[src/rtl/mode_sw_debounce_pkg.sv]
// Shared definitions for the mode switch debouncer: state encodings and defaults.
package mode_sw_debounce_pkg;

  typedef enum logic [1:0] {
    S_LOW       = 2'd0,
    S_WAIT_HIGH = 2'd1,
    S_HIGH      = 2'd2,
    S_WAIT_LOW  = 2'd3
  } sw_state_e;

  // 10 ms at 50 MHz
  localparam int unsigned DEFAULT_DEBOUNCE_CYCLES = 500000;
  localparam int unsigned DEFAULT_CNT_W           = 24;

endpackage

[src/rtl/mode_sw_debounce_sync_2ff.sv]
// Two-flop synchroniser with synchronous active-high reset; reused for other switch pins.
module sync_2ff (
  input  logic clk,
  input  logic reset,
  input  logic d,
  output logic q
);

  logic r_sync1;
  logic r_sync2;

  // Two stages give the first flop a full cycle to resolve metastability.
  always_ff @(posedge clk) begin
    if (reset) begin
      r_sync1 <= 1'b0;
      r_sync2 <= 1'b0;
    end else begin
      r_sync1 <= d;
      r_sync2 <= r_sync1;
    end
  end

  assign q = r_sync2;

endmodule

[src/rtl/mode_sw_debounce.sv]
// Mode switch conditioner: synchronise, debounce with a consecutive-sample counter,
// and produce a clean level, press/release strobes and a press-toggled mode bit.
//
// state       | meaning
// ------------+-----------------------------------------------
// S_LOW       | level accepted as released (0)
// S_WAIT_HIGH | candidate press, counting consecutive 1 samples
// S_HIGH      | level accepted as pressed (1)
// S_WAIT_LOW  | candidate release, counting consecutive 0 samples
module mode_sw_debounce
  import mode_sw_debounce_pkg::*;
#(
  parameter int unsigned DEBOUNCE_CYCLES = DEFAULT_DEBOUNCE_CYCLES,
  parameter int unsigned CNT_W           = DEFAULT_CNT_W,
  parameter bit          ACTIVE_LOW      = 1'b1
) (
  input  logic clk,
  input  logic reset,
  input  logic sw_raw,
  output logic sw_level,
  output logic press_pulse,
  output logic release_pulse,
  output logic mode_toggle,
  output logic busy
);

  // DEBOUNCE_CYCLES must be >= 2: entering a WAIT state already counts one sample.
  localparam logic [CNT_W-1:0] CNT_LAST = CNT_W'(DEBOUNCE_CYCLES - 1);
  localparam logic [CNT_W-1:0] CNT_ONE  = CNT_W'(1);

  logic             w_sw_in;
  logic             w_sw_sync;

  sw_state_e        r_state;
  sw_state_e        w_state_nxt;
  logic [CNT_W-1:0] r_cnt;
  logic [CNT_W-1:0] w_cnt_nxt;
  logic             r_level;
  logic             w_level_nxt;
  logic             r_press;
  logic             w_press_nxt;
  logic             r_release;
  logic             w_release_nxt;
  logic             r_toggle;
  logic             w_toggle_nxt;
  logic             r_busy;
  logic             w_busy_nxt;

  // Normalise polarity so everything downstream treats 1 as pressed.
  assign w_sw_in = sw_raw ^ ACTIVE_LOW;

  sync_2ff u_sync (
    .clk   (clk),
    .reset (reset),
    .d     (w_sw_in),
    .q     (w_sw_sync)
  );

  // Next-state, counter and output decode; any disagreement in WAIT drops the partial count.
  always_comb begin
    w_state_nxt   = r_state;
    w_cnt_nxt     = r_cnt;
    w_level_nxt   = r_level;
    w_press_nxt   = 1'b0;
    w_release_nxt = 1'b0;
    w_toggle_nxt  = r_toggle;

    case (r_state)
      S_LOW: begin
        if (w_sw_sync) begin
          w_state_nxt = S_WAIT_HIGH;
          w_cnt_nxt   = CNT_ONE;
        end else begin
          w_cnt_nxt   = '0;
        end
      end
      S_WAIT_HIGH: begin
        if (!w_sw_sync) begin
          w_state_nxt = S_LOW;
          w_cnt_nxt   = '0;
        end else if (r_cnt == CNT_LAST) begin
          w_state_nxt  = S_HIGH;
          w_cnt_nxt    = '0;
          w_level_nxt  = 1'b1;
          w_press_nxt  = 1'b1;
          w_toggle_nxt = ~r_toggle;
        end else begin
          w_cnt_nxt    = r_cnt + CNT_ONE;
        end
      end
      S_HIGH: begin
        if (!w_sw_sync) begin
          w_state_nxt = S_WAIT_LOW;
          w_cnt_nxt   = CNT_ONE;
        end else begin
          w_cnt_nxt   = '0;
        end
      end
      S_WAIT_LOW: begin
        if (w_sw_sync) begin
          w_state_nxt = S_HIGH;
          w_cnt_nxt   = '0;
        end else if (r_cnt == CNT_LAST) begin
          w_state_nxt   = S_LOW;
          w_cnt_nxt     = '0;
          w_level_nxt   = 1'b0;
          w_release_nxt = 1'b1;
        end else begin
          w_cnt_nxt     = r_cnt + CNT_ONE;
        end
      end
      default: begin
        w_state_nxt = S_LOW;
        w_cnt_nxt   = '0;
      end
    endcase

    w_busy_nxt = (w_state_nxt == S_WAIT_HIGH) || (w_state_nxt == S_WAIT_LOW);
  end

  // State, counter and registered outputs; busy is registered from the next state so it tracks r_state.
  always_ff @(posedge clk) begin
    if (reset) begin
      r_state   <= S_LOW;
      r_cnt     <= '0;
      r_level   <= 1'b0;
      r_press   <= 1'b0;
      r_release <= 1'b0;
      r_toggle  <= 1'b0;
      r_busy    <= 1'b0;
    end else begin
      r_state   <= w_state_nxt;
      r_cnt     <= w_cnt_nxt;
      r_level   <= w_level_nxt;
      r_press   <= w_press_nxt;
      r_release <= w_release_nxt;
      r_toggle  <= w_toggle_nxt;
      r_busy    <= w_busy_nxt;
    end
  end

  assign sw_level      = r_level;
  assign press_pulse   = r_press;
  assign release_pulse = r_release;
  assign mode_toggle   = r_toggle;
  assign busy          = r_busy;

endmodule

[config.mk]
export PLATFORM = sky130hd
export DESIGN_NAME = mode_sw_debounce
export DESIGN_NICKNAME = d
export VERILOG_FILES = /design/src/rtl/mode_sw_debounce_pkg.sv /design/src/rtl/mode_sw_debounce_sync_2ff.sv /design/src/rtl/mode_sw_debounce.sv
export SDC_FILE = /design/constraint.sdc
export NUM_CORES = 1
export LEC_CHECK = 0
export CORE_MARGIN = 10
export CORE_UTILIZATION = 52
export CTS_CLUSTER_SIZE = 28
export DETAILED_ROUTE_END_ITERATION = 16
export HOLD_SLACK_MARGIN = 0.06
export MAX_ROUTING_LAYER = met4
export PLACE_DENSITY = 0.77
export SYNTH_ARGS = -nofsm -noshare
export SYNTH_HDL_FRONTEND = slang
export SYNTH_SLANG_ARGS = --single-unit
export TNS_END_PERCENT = 50
[constraint.sdc]
create_clock -name clk -period 2 [get_ports clk]
set_input_delay 0.4 -clock clk [delete_from_list [all_inputs] [get_ports clk]]
set_output_delay 0.4 -clock clk [all_outputs]
set_load 0.02 [all_outputs]
Word-level counts from Yosys, hierarchy flattened
Index checks and enable logic that the tools add are counted.
{"block": "totals", "regBits": 33, "input_bits": 3, "out_inout_bits": 5, "word_cells": 51}
{"block": "op_classes", "add_sub_neg": 1, "n_eq_ne": 10, "muxes": 19, "n_bitwise": 5, "n_reduce_logical": 7}
{"operator": "case mux 24 bit (4 select lines)", "n": 1}
{"operator": "two-way mux 24 bit", "n": 3}
{"operator": "adder 24 x 1 -> 24 bit (second input constant)", "n": 1}
{"operator": "equality test 24 x 19 -> 1 bit (second input constant)", "n": 1}
{"operator": "two-way mux 2 bit", "n": 6}
{"operator": "case mux 2 bit (4 select lines)", "n": 1}
{"operator": "two-way mux 1 bit", "n": 7}
{"operator": "equality test 2 bit (second input constant)", "n": 3}
{"operator": "inequality test 2 bit (second input constant)", "n": 3}
{"operator": "OR reduction 3 bit", "n": 2}
{"operator": "inverter 1 bit", "n": 5}
{"operator": "AND reduction 5 bit", "n": 1}
{"operator": "equality test 2 x 1 -> 1 bit (second input constant)", "n": 2}
{"operator": "AND reduction 3 bit", "n": 1}
{"operator": "zero test 2 bit", "n": 1}
{"operator": "inequality test 2 x 1 -> 1 bit (second input constant)", "n": 1}
{"operator": "case mux 1 bit (2 select lines)", "n": 1}
{"operator": "nonzero test 2 bit", "n": 1}
{"operator": "logical OR 1 bit", "n": 1}

Depth between registers and ports, before layout
{"block": "depth", "word_depth": 6, "depth_mapped": 6, "ltp_nobuf": 5}

Modules after synthesis
From an unflattened synthesis, not the netlist that was laid out.
{"block": "unflattened", "hier_cells": 159, "hier_area_um2": 1461.4}
{"mod": "mode_sw_debounce", "instances": 1, "cells_per_inst": 155, "area_per_inst_um2": 1408.9, "seq_area_each_um2": 620.6}
{"mod": "sync_2ff", "instances": 1, "cells_per_inst": 4, "area_per_inst_um2": 52.6, "seq_area_each_um2": 40.0}

Worst setup path before layout
OpenSTA, ideal clock, no wires.
{"block": "synth_timing", "kind": "reg2reg", "from": "register r_cnt[0]", "to": "register r_cnt[20]", "setup_ps": 71, "arrival_time_ps": 1850, "path_slack_ps": 80, "path_stages_with_launch": 7, "period_less_slack_ps": 1920, "cell_sequence": "dfxtp_1 > ha_1 > nand4_1 > or4_1 > buf_2 > or3_1 > a21oi_1"}
{"block": "synth_between", "elab_chain_cells": 4}
{"item": "start: declaration", "line_no": "mode_sw_debounce.sv:36", "text": "logic [CNT_W-1:0] r_cnt;"}
{"item": "start signal: assignment", "line_no": "mode_sw_debounce.sv:133", "text": "r_cnt <= w_cnt_nxt;"}
{"item": "adder 24 x 1 -> 24 bit / equality test 24 x 19 -> 1 bit (equally long branches)"}
{"item": "two-way mux 24 bit *", "line_no": "mode_sw_debounce.sv:81, mode_sw_debounce.sv:103"}
{"item": "two-way mux 24 bit (on tied branches)", "line_no": "mode_sw_debounce.sv:100, mode_sw_debounce.sv:78"}
{"item": "case mux 24 bit (4 select lines) *", "line_no": "mode_sw_debounce.sv:68", "text": "case (r_state)"}
Mark *: on every way between the ends. The rest lies on a longest branch, timed or not.
A chain may end at the register's enable or synchronous reset.

Worst setup path after layout
{"block": "layout_timing", "from": "register r_cnt[6]", "to": "register r_cnt[19]"}
The elaborated chain is that of the path after synthesis.

==> metrics.txt <==
# TYPE chip_impl_metric gauge
chip_impl_info{name="critical_path.top_delay_family",value="simple AND/OR/NAND/NOR gates"} 1
chip_impl_metric{name="hold_buffer_count_at_cts",unit=""} 0
chip_impl_info{name="run_status",value="completed"} 1
chip_impl_metric{name="dp_slack",unit="ns"} 0.102
chip_impl_metric{name="routed_via_density",unit=""} 5.81
chip_impl_metric{name="finalHoldViolCount",unit=""} 0
chip_impl_metric{name="layout.nets",unit=""} 185
chip_impl_metric{name="dp_hpwl",unit="um"} 2100
chip_impl_metric{name="grt_first_pass_wirelength",unit="um"} 5350
chip_impl_metric{name="core_region_area",unit="mm2"} 0.00254
chip_impl_metric{name="gr-total-overflow",unit=""} 0
chip_impl_metric{name="maxCapViolations",unit=""} 0
chip_impl_metric{name="cts-root-to-sink-buffers",unit=""} 2
chip_impl_metric{name="stdcell_area",unit="mm2"} 0.00170
chip_impl_metric{name="drt-wirelength-per-cell",unit="um"} 14.3
chip_impl_metric{name="place_congestion",unit=""} 0.811
chip_impl_info{name="synth_area_leaders",value="sky130_fd_sc_hd__dfxtp_1 47%, sky130_fd_sc_hd__xnor2_1 6.2%, sky130_fd_sc_hd__nor2_1 4.5%"} 1
chip_impl_metric{name="crit_cells",unit=""} 5
chip_impl_metric{name="initial_core_util",unit=""} 0.558
chip_impl_metric{name="fin_util",unit=""} 0.668
chip_impl_metric{name="dieArea",unit="mm2"} 0.00522
chip_impl_metric{name="number_of_port_buffers",unit=""} 7
chip_impl_metric{name="stdcell_count",unit=""} 212
chip_impl_info{name="timing.critical_path.from_type",value="flop"} 1
chip_impl_metric{name="worst_slack",unit="ns"} 0.110
chip_impl_metric{name="drc",unit=""} 0
chip_impl_info{name="synth_most_common_cell",value="sky130_fd_sc_hd__dfxtp_1"} 1
chip_impl_info{name="grt_setup_unrepaired",value="no"} 1
chip_impl_metric{name="data_arrival_time_of_the_worst_path",unit="ns"} 2.17
chip_impl_info{name="max_flop_register",value="r_cnt"} 1
chip_impl_metric{name="post_synth_instance_area",unit="mm2"} 0.00142
chip_impl_metric{name="area_share_of_the_largest_cell_type_after_synthesis",unit=""} 0.465
chip_impl_metric{name="power.static_leakage",unit="nW"} 0.508
chip_impl_metric{name="synthesis.nets",unit=""} 164
chip_impl_info{name="crit_path_top_delay_cell",value="sky130_fd_sc_hd__or4_1"} 1
chip_impl_metric{name="fin_worst_skew",unit="ns"} 0.0123
chip_impl_metric{name="power-per-cell-area",unit="mW/mm2"} 718
chip_impl_metric{name="htree_num_levels",unit=""} 2
chip_impl_metric{name="max_freq",unit="MHz"} 529
chip_impl_metric{name="share_of_flip_flops_with_an_asynchronous_set_or_reset",unit=""} 0
chip_impl_metric{name="ys_seq_elements",unit=""} 33
chip_impl_info{name="clock_root_buffer_master",value="sky130_fd_sc_hd__clkbuf_4"} 1
chip_impl_info{name="primary_ff_master_synth",value="sky130_fd_sc_hd__dfxtp_1"} 1
chip_impl_metric{name="whs_path_depth",unit=""} 1
chip_impl_metric{name="post-route-period-util",unit=""} 0.945
chip_impl_metric{name="cts.sink_count",unit=""} 33
chip_impl_info{name="cp-end-kind",value="flop"} 1
chip_impl_info{name="synth_common_cells",value="33 x sky130_fd_sc_hd__dfxtp_1, 17 x sky130_fd_sc_hd__nor2_1, 10 x sky130_fd_sc_hd__a21oi_1, 10 x sky130_fd_sc_hd__xnor2_1, 9 x sky130_fd_sc_hd__o21ai_0"} 1
chip_impl_metric{name="routed_antenna_nets",unit=""} 0
chip_impl_info{name="min_path_type",value="flop to flop"} 1
chip_impl_metric{name="die_height",unit="um"} 72.3
chip_impl_metric{name="worst_slew_pin_slew",unit="ns"} 0.319
chip_impl_metric{name="syn-instance-count",unit=""} 160
chip_impl_metric{name="critPathBufInv",unit=""} 1
chip_impl_metric{name="path_clk_slew",unit="ns"} 0.11
chip_impl_metric{name="max_reg_flops",unit=""} 24
chip_impl_metric{name="setup_total_negative_slack",unit="ns"} 0
chip_impl_info{name="path_class",value="flop to flop"} 1
chip_impl_metric{name="detailroute.via_count",unit=""} 1231
chip_impl_metric{name="drt-pass1-iter-count",unit=""} 4
chip_impl_metric{name="via_count_of_the_first_global_routing_pass",unit=""} 1200
chip_impl_metric{name="grt_antenna_before_repair",unit=""} 0
chip_impl_info{name="post-synth-top-area-cell",value="sky130_fd_sc_hd__dfxtp_1"} 1
chip_impl_metric{name="drt_wl_total",unit="um"} 3030
chip_impl_info{name="tritoncts",value="done"} 1
chip_impl_metric{name="postSynthAreaPerCell",unit="um2"} 8.88
chip_impl_metric{name="clkLatencyLatePin",unit="ns"} 0.34
chip_impl_metric{name="worst_ir_drop_vdd",unit="V"} 0.000698
chip_impl_metric{name="top_level_ports",unit=""} 8
chip_impl_metric{name="synth.yosys.seq_area_share",unit=""} 0.465
chip_impl_metric{name="area_delta_synth_final",unit="%"} 19.7
chip_impl_metric{name="crit_path_max_fanout",unit=""} 8
chip_impl_metric{name="timing.critical_path.slowest_cell_delay",unit="ns"} 0.55
chip_impl_metric{name="pin_count_of_the_biggest_net_entering_global_routing",unit=""} 24
chip_impl_info{name="cp_cell_sequence",value="nand4_4, or4_1, buf_4, or3_1, a21oi_1"} 1
chip_impl_metric{name="synth.distinct_cells",unit=""} 32
chip_impl_metric{name="data_required_critical_path",unit="ns"} 2.28
chip_impl_metric{name="drt-initial-drc-count",unit=""} 44
chip_impl_metric{name="relSlewSlack",unit=""} 0.785
chip_impl_metric{name="setup_viol",unit=""} 0
chip_impl_info{name="top_regs",value="r_cnt (24), r_state (2)"} 1
chip_impl_metric{name="post-place-cells",unit=""} 202
chip_impl_metric{name="synth_enable_flop_cells",unit=""} 0
chip_impl_metric{name="gr-usage-all-layers",unit=""} 0.129
chip_impl_metric{name="synth-warning-count",unit=""} 0
chip_impl_metric{name="reg2reg_depth",unit=""} 5
chip_impl_metric{name="cts_made_buffers",unit=""} 5
chip_impl_metric{name="row_count",unit=""} 18
chip_impl_metric{name="die_width",unit="um"} 72.3
chip_impl_metric{name="place_area",unit="mm2"} 0.00159
chip_impl_metric{name="drive_gt1_frac",unit=""} 0.137
chip_impl_metric{name="period_minus_slack",unit="ns"} 1.89
chip_impl_metric{name="finalMaxSlewViolations",unit=""} 0
chip_impl_metric{name="antenna-diode-count",unit=""} 0
[final timing paths]
path | startpoint | to | slack (ns)
hold reg to reg | u_sync.r_sync1 | u_sync.q | 0.46
setup / recovery | r_cnt[6] | r_cnt[19] | 0.11
hold / removal | u_sync.r_sync1 | u_sync.q | 0.46
setup reg to reg | r_cnt[6] | r_cnt[19] | 0.11
[cell families after synthesis]
kind of cell	count (synthesis)	share of synthesized area
AND/OR/NAND/NOR	74	0.299
flip-flops	33	0.465
AO/OA/AOI/OAI	27	0.110
XOR/XNOR	14	0.0863
buffers and inverters	11	0.0308
adder cells (fa/ha/maj)	1	0.00881
[per-stage QoR]
stage | hold slack, ns | power, W
global placement | 0.426 | 0.000705
floorplan | 0.414 | 0.000690
CTS | 0.465 | 0.00123
detailed placement | 0.439 | 0.000706
global route | 0.489 | 0.00125
finish | 0.463 | 0.00122
[area by class of cell]
class | count | area, um2
Fill cell | 200 | 845
Clock buffer | 7 | 55.1
Timing Repair Buffer | 18 | 165
Multi-Input combinational cell | 116 | 724
Inverter | 7 | 26.3
Tap cell | 30 | 37.5
Clock inverter | 1 | 30.0
Sequential cell | 33 | 662
[power breakdown]
group          internal, W  total [W]  switching (W)
clock network     0.000299   0.000530       0.000232
logic            0.0000137  0.0000255      0.0000118
registers         0.000662   0.000665     0.00000311
[layout by cell type, fill, tap and decap left out, types with 2 or more instances in the layout]
cell type                         Yosys  routed
sky130_fd_sc_hd__o31ai_1              2       2
sky130_fd_sc_hd__nand4_1              7       7
sky130_fd_sc_hd__and2_1               2       2
sky130_fd_sc_hd__nor4_1               4       4
sky130_fd_sc_hd__or4_1                4       3
sky130_fd_sc_hd__o21ai_0              9       9
sky130_fd_sc_hd__xnor2_1             10      10
sky130_fd_sc_hd__dfxtp_1             33      32
sky130_fd_sc_hd__a21oi_1             10      10
sky130_fd_sc_hd__nand2b_1             2       2
sky130_fd_sc_hd__nor3_1               8       8
sky130_fd_sc_hd__inv_1                7       7
sky130_fd_sc_hd__xor2_1               4       4
sky130_fd_sc_hd__clkbuf_4             0       5
sky130_fd_sc_hd__and4_1               2       2
sky130_fd_sc_hd__clkdlybuf4s50_1      0       7
sky130_fd_sc_hd__nand2_1              8       8
sky130_fd_sc_hd__nand3_1              6       5
sky130_fd_sc_hd__or3_1                8       8
sky130_fd_sc_hd__nor4b_1              2       2
sky130_fd_sc_hd__nor2_1              17      17
sky130_fd_sc_hd__buf_4                0      10
[worst register-to-register path, stage by stage (launching register included)]
cell	delay (ns)
sky130_fd_sc_hd__dfxtp_1	0.48
sky130_fd_sc_hd__nand4_4	0.19
sky130_fd_sc_hd__or4_1	0.55
sky130_fd_sc_hd__buf_4	0.18
sky130_fd_sc_hd__or3_1	0.30
sky130_fd_sc_hd__a21oi_1	0.14
[per-layer routing]
metal	vias to the layer above	share of wire	track usage
met5	-	0	-
met4	0	0.023	0.0667
met3	11	0.032	0.0367
met2	16	0.49	0.200
met1	580	0.46	0.148
li1	624	-	-
[repair_timing]
| item | 4_1_cts | 5_1_grt |
|---|---|---|
| resized for setup | 0 | 3 |
| setup endpoints to repair | 0 | 25 |
| setup buffers | 0 | 2 |
No activity file was read; power rests on OpenSTA's default activity.
